### config.mk
export PLATFORM = sky130hd
export DESIGN_NAME = datapath_unit
export DESIGN_NICKNAME = d
export VERILOG_FILES = /design/src/rtl/datapath_unit.sv
export SDC_FILE = /design/constraint.sdc
export NUM_CORES = 2
export LEC_CHECK = 0
export ABC_CLOCK_PERIOD_IN_PS = 24500
export BUFFER_PORTS_ARGS = -buffer_cell sky130_fd_sc_hd__buf_2
export CAP_MARGIN = 5
export CELL_PAD_IN_SITES_DETAIL_PLACEMENT = 1
export CELL_PAD_IN_SITES_GLOBAL_PLACEMENT = 1
export CORE_ASPECT_RATIO = 1.4
export CORE_MARGIN = 3
export CORE_UTILIZATION = 61
export DETAILED_ROUTE_END_ITERATION = 8
export PLACE_DENSITY_LB_ADDON = 0.2
export SETUP_SLACK_MARGIN = 0.1
export SLEW_MARGIN = 20
export SYNTH_ARGS = -nofsm -noshare
export SYNTH_HDL_FRONTEND = slang
export SYNTH_MEMORY_MAX_BITS = 65536
export SYNTH_SLANG_ARGS = --single-unit
### constraint.sdc
create_clock -name clk -period 24.5 [get_ports clk]
set_input_delay 4.9 -clock clk [delete_from_list [all_inputs] [get_ports clk]]
set_output_delay 4.9 -clock clk [all_outputs]
set_load 0.01 [all_outputs]
### src/rtl/datapath_unit.sv
// Execution datapath: 16-entry register file, 8-function ALU and a
// synchronous data memory, driven each cycle by the control unit's control word.

// Register file: two asynchronous read ports, one synchronous write port.
module dp_regfile #(
   parameter int DW    = 16,
   parameter int DEPTH = 16,
   localparam int AW   = $clog2(DEPTH)
) (
   input  logic          clk,
   input  logic          reset,
   input  logic          we,
   input  logic [AW-1:0] waddr,
   input  logic [DW-1:0] wdata,
   input  logic [AW-1:0] raddr_a,
   input  logic [AW-1:0] raddr_b,
   output logic [DW-1:0] rdata_a,
   output logic [DW-1:0] rdata_b
);

   logic [DW-1:0] rf [DEPTH];

   // Reads see the pre-edge contents, so a same-cycle write is visible next cycle.
   assign rdata_a = rf[raddr_a];
   assign rdata_b = rf[raddr_b];

   // Reset clears every entry and wins over a pending write.
   always_ff @(posedge clk) begin
      if (reset) begin
         for (int i = 0; i < DEPTH; i++) rf[i] <= '0;
      end else if (we) begin
         rf[waddr] <= wdata;
      end
   end

endmodule

// ALU: unsigned, result truncated to DW bits, c is the 17th bit of the raw result.
module dp_alu #(
   parameter int DW = 16
) (
   input  logic [DW-1:0] a,
   input  logic [DW-1:0] b,
   input  logic [2:0]    sel,
   output logic [DW-1:0] y,
   output logic          c
);

   logic [DW:0] res;

   // Zero-extended operands make bit DW the carry for add/inc and the borrow for sub.
   always_comb begin
      res = '0;
      case (sel)
         3'b000: res = '0;
         3'b001: res = {1'b0, a} + {1'b0, b};
         3'b010: res = {1'b0, a} - {1'b0, b};
         3'b011: res = {1'b0, a};
         3'b100: res = {1'b0, a ^ b};
         3'b101: res = {1'b0, a | b};
         3'b110: res = {1'b0, a & b};
         3'b111: res = {1'b0, a} + {{DW{1'b0}}, 1'b1};
         default: res = '0;
      endcase
   end

   assign y = res[DW-1:0];
   assign c = res[DW];

endmodule

// Data memory: synchronous write, registered read with one cycle of latency.
module dp_dmem #(
   parameter int DW    = 16,
   parameter int DEPTH = 256,
   localparam int AW   = $clog2(DEPTH)
) (
   input  logic          clk,
   input  logic          reset,
   input  logic          we,
   input  logic [AW-1:0] addr,
   input  logic [DW-1:0] wdata,
   output logic [DW-1:0] q
);

   logic [DW-1:0] mem [DEPTH];

   // Array has no reset so it maps onto block RAM; writes are blocked during reset.
   always_ff @(posedge clk) begin
      if (we && !reset) mem[addr] <= wdata;
   end

   // Read register samples the old word on a same-address write; reset drops a pending load.
   always_ff @(posedge clk) begin
      if (reset) q <= '0;
      else       q <= mem[addr];
   end

endmodule

// Top: wires the three blocks together and keeps the ALU flags.
module datapath_unit #(
   parameter int DW       = 16,
   parameter int RF_DEPTH = 16,
   parameter int DM_DEPTH = 256,
   localparam int RA      = $clog2(RF_DEPTH),
   localparam int DA      = $clog2(DM_DEPTH)
) (
   input  logic          clk,
   input  logic          reset,
   input  logic [DA-1:0] D_addr,
   input  logic          D_wr,
   input  logic          RF_s,
   input  logic          RF_W_en,
   input  logic [RA-1:0] RF_W_addr,
   input  logic [RA-1:0] RF_Ra_addr,
   input  logic [RA-1:0] RF_Rb_addr,
   input  logic [2:0]    ALU_s0,
   output logic [DW-1:0] Ra_data,
   output logic [DW-1:0] Rb_data,
   output logic [DW-1:0] ALU_out,
   output logic [DW-1:0] W_data,
   output logic          zero_flag,
   output logic          carry_flag
);

   logic [DW-1:0] dm_q;
   logic          alu_c;

   dp_regfile #(.DW(DW), .DEPTH(RF_DEPTH)) u_rf (
      .clk     (clk),
      .reset   (reset),
      .we      (RF_W_en),
      .waddr   (RF_W_addr),
      .wdata   (W_data),
      .raddr_a (RF_Ra_addr),
      .raddr_b (RF_Rb_addr),
      .rdata_a (Ra_data),
      .rdata_b (Rb_data)
   );

   dp_alu #(.DW(DW)) u_alu (
      .a   (Ra_data),
      .b   (Rb_data),
      .sel (ALU_s0),
      .y   (ALU_out),
      .c   (alu_c)
   );

   // Stores always take their data from read port A.
   dp_dmem #(.DW(DW), .DEPTH(DM_DEPTH)) u_dm (
      .clk   (clk),
      .reset (reset),
      .we    (D_wr),
      .addr  (D_addr),
      .wdata (Ra_data),
      .q     (dm_q)
   );

   assign W_data = RF_s ? dm_q : ALU_out;

   // Flags track only ALU-sourced register writes; loads leave them untouched.
   always_ff @(posedge clk) begin
      if (reset) begin
         zero_flag  <= 1'b0;
         carry_flag <= 1'b0;
      end else if (RF_W_en && !RF_s) begin
         zero_flag  <= (ALU_out == '0);
         carry_flag <= alu_c;
      end
   end

endmodule

==> flow_summary.yaml <==
detailed_routing:
  vias: 90300
  drc: 0
  routed_wl_mm: 534
  wl_per_cell_um: 44.1
  first_pass_iters: 6
  vias_per_cell: 7.45
  drtIter0Drc: 14600
  antenna_left: 0
worst_setup_path:
  path_buf_inv: 6
  cp_top_family: "compound AO/OA/AOI/OAI gates"
  worstPathArrival_ns: 11.69
  cp_common_cell: "buf_4"
  crit_path_top_delay_cell: "buf_4"
  crit_required_ns: 19.60
  start_kind: "primary input"
  r2r-start: "u_rf.rf[15][1]$_SDFFCE_PN0P_"
  cpPeakStageDelay_ns: 0.76
  crit_path_cell_trace: "buf_4 -> buf_4 -> mux4_1 -> mux4_2 -> inv_1 -> ha_1 -> or4b_4 -> o41ai_2 -> xnor2_1 -> nor2_1 -> ha_1 -> and2_1 -> a221o_1 -> a2111oi_0 -> nor3b_1 -> o31ai_1 -> mux2i_2 -> buf_4 -> inv_2 -> buf_2"
  cp_max_fo: 44
  worstSetupPathType: "in -> out"
  startpoint: "RF_Rb_addr[0]"
  endpoint_kind: "output pin"
job:
  drv_cap: 0
logic_synthesis:
  yosysSeqAreaShare_pct: 75.9
  postSynthAreaPerCell_um2: 22.7
  synth_edf_count: 4352
  synthCells: 7622
  ys_ff_latch: 4370
  netlist_top_cells_area: "edfxtp_1, mux4_2, nor2_1"
  mappedNetlistArea_um2: 173000
  synth_cell_types: 81
  yosysTopAreaCell: "edfxtp_1"
  syn-num-nets: 7702
  yosys_most_used_dff: "edfxtp_1"
  synth_top_area_share_pct: 75.7
  yosys_warnings: 0
  synth-async-reset-ratio_pct: 0
sta:
  finClkSkew_ns: 0.0473
  rsz0062_at_grt: "no"
  tightest_slew_ns: 1.24
  max_freq_mhz: 60.3
  finalSetupViolations: 0
  fin_crit_ns: 16.59
  final_max_slew_viol_count: 0
  fin_crit_sh_pct: 67.7
  slew-limit-headroom_pct: 16.6
  hold_viol: 0
  setup-tns-final_ns: 0
grt:
  grt_pass1_vias: 92800
  grt_overflow: 0
  grt_start_max_net_pins: 171
  grt_usage_pct: 37.3
  antenna_found_initial: 29
  grt_pass1_wl_mm: 749
clocking:
  postCtsHoldBufs: 0
  cts_buffers: 392
  h-tree-depth: 5
  cts-root-buf: "clkbuf_16"
  clock_latency_ns: 0.95
  ctsResizeCount: 0
  clkTransAtPathRegs_ns: 0.06
  cts_buffer_depth: 4
  postCtsSetupBuffers: 0
  cts_tree: "yes"
  cts_sinks: 4370
floorplanning:
  die_h_um: 636
  dieWidth_um: 456
  ios: 94
  dieArea_um2: 290000
  rows: 230
  coreArea_um2: 281000
  start_util_pct: 61.4
placed_design:
  port_buffers: 93
  gp_congestion: 0.897
  hpwl_mm: 301
power:
  vdd_drop_max_uv: 61.8
  power.density_nw_per_um2: 83.0
  p_leak_nw: 61.0
cells_and_area:
  n_fill_cell: 21200
  num-nets-final: 8160
  utilization_pct: 68.7
  drive_above_1_share_pct: 32.9
  area_delta_synth_final_pct: 11.8
worst_hold_path:
  min_from: "carry_flag$_SDFFE_PP0P_"
  hold_path.class: "reg -> reg"
status:
  status: "complete, no violations"
[stage by stage]
stage               instance area (um^2)  hold WS (ns)  power [W]  std cells  setup WS [ns]
floorplan                         173000         0.534    0.00932       7622           6.90
global placement                  180000         0.502    0.00974      11400           7.86
detailed placement                180000         0.523    0.00980      11400           7.86
CTS                               193000         0.535     0.0160      12100           7.83
global route                      193000         0.601     0.0164      12100           7.50
finish                            193000         0.535     0.0160      12100           7.91
[tightest hold or removal path: cells and delay by family, from the launching register on]
family | cells | cell delay [ns]
DFF | 1 | 0.31
and+or+nand+nor | 1 | 0.08
AOI/OAI and AO/OA | 1 | 0.09
[synth_stat cells, drive strengths merged, types with 5 or more instances]
cell / number
mux2i: 69
a31oi: 16
buf: 218
nor4: 5
o211ai: 7
nand2: 125
nand2b: 30
nor3: 32
mux2: 8
o21ai: 37
a21oi: 56
xnor2: 19
edfxtp: 4352
nand3: 57
nand4: 14
inv: 55
ha: 51
or2: 8
and2: 8
a221oi: 8
dfxtp: 18
a32oi: 6
xor2: 5
nand3b: 5
mux4: 1420
clkbuf: 246
o22ai: 19
nor2: 545
a22oi: 82
nor2b: 24
[placed cells by master, fill, tap and decap left out, types with 26 or more instances in the layout]
| cell | count |
|---|---|
| nand2b_1 | 28 |
| edfxtp_1 | 4352 |
| o21ai_0 | 31 |
| nor3_2 | 26 |
| buf_4 | 414 |
| clkinv_1 | 79 |
| clkbuf_16 | 403 |
| nor2_2 | 126 |
| a22oi_1 | 82 |
| ha_1 | 51 |
| nor2_1 | 408 |
| nand2_1 | 115 |
| inv_1 | 41 |
| clkinv_2 | 86 |
| mux2i_1 | 52 |
| clkbuf_1 | 64 |
| buf_2 | 86 |
| mux4_2 | 1407 |
| nand3_1 | 52 |
| bufinv_16 | 51 |
| a21oi_1 | 56 |
[metal layers]
| layer | GRT usage [%] | share of wire (%) |
|---|---|---|
| met1 | 47.0 | 32 |
| met2 | 59.9 | 49 |
| met3 | 7.52 | 11 |
| met4 | 24.2 | 8.1 |
| met5 | 0 | 0.024 |
[registers in the layout, indices dropped and copies added (netlist names)]
| register | flops |
|---|---|
| carry_flag | 1 |
| u_dm.mem | 4096 |
| u_dm.q | 16 |
| u_rf.rf | 256 |
| zero_flag | 1 |
[worst paths after layout]
check	slack [ns]	cells after the start	to
min reg2reg	0.54	2	carry_flag$_SDFFE_PP0P_
min	0.54	2	carry_flag$_SDFFE_PP0P_
max reg2reg	18.44	17	u_rf.rf[14][14]$_SDFFCE_PN0P_
max	7.91	20	W_data[14]
[where the power goes]
part / switching [W] / internal (W) / total [W]
clock: 0.00280 / 0.00356 / 0.00635
sequential: 0.0000193 / 0.00841 / 0.00843
combinational: 0.000869 / 0.000378 / 0.00125
[cells by family (layout without fill, tap and decap cells)]
group / count (synthesis) / in the layout / share of synthesized area (%)
AO/OA/AOI/OAI: 282 / 282 / 1.12
XOR/XNOR: 24 / 24 / 0.122
adder cells (fa/ha/maj): 52 / 52 / 0.381
buffers and inverters: 519 / 1301 / 1.31
flip-flops: 4370 / 4370 / 75.9
multiplexers: 1497 / 1497 / 19.0
other: 0 / 13 / 0
AND/OR/NAND/NOR: 878 / 878 / 2.19
[cell type report]
cell class	instances	area [um^2]	area share (%)
well taps	3712	4640	2.40
clock inverters	249	2560	1.32
inverters	55	275	0.143
clock buffers	469	10400	5.36
multi-input cells	2733	40200	20.8
repair buffers	528	4080	2.11
flip-flops and latches	4370	131000	67.8
diodes	13	32.5	0.0168
Power figures use the tool's default switching activity.
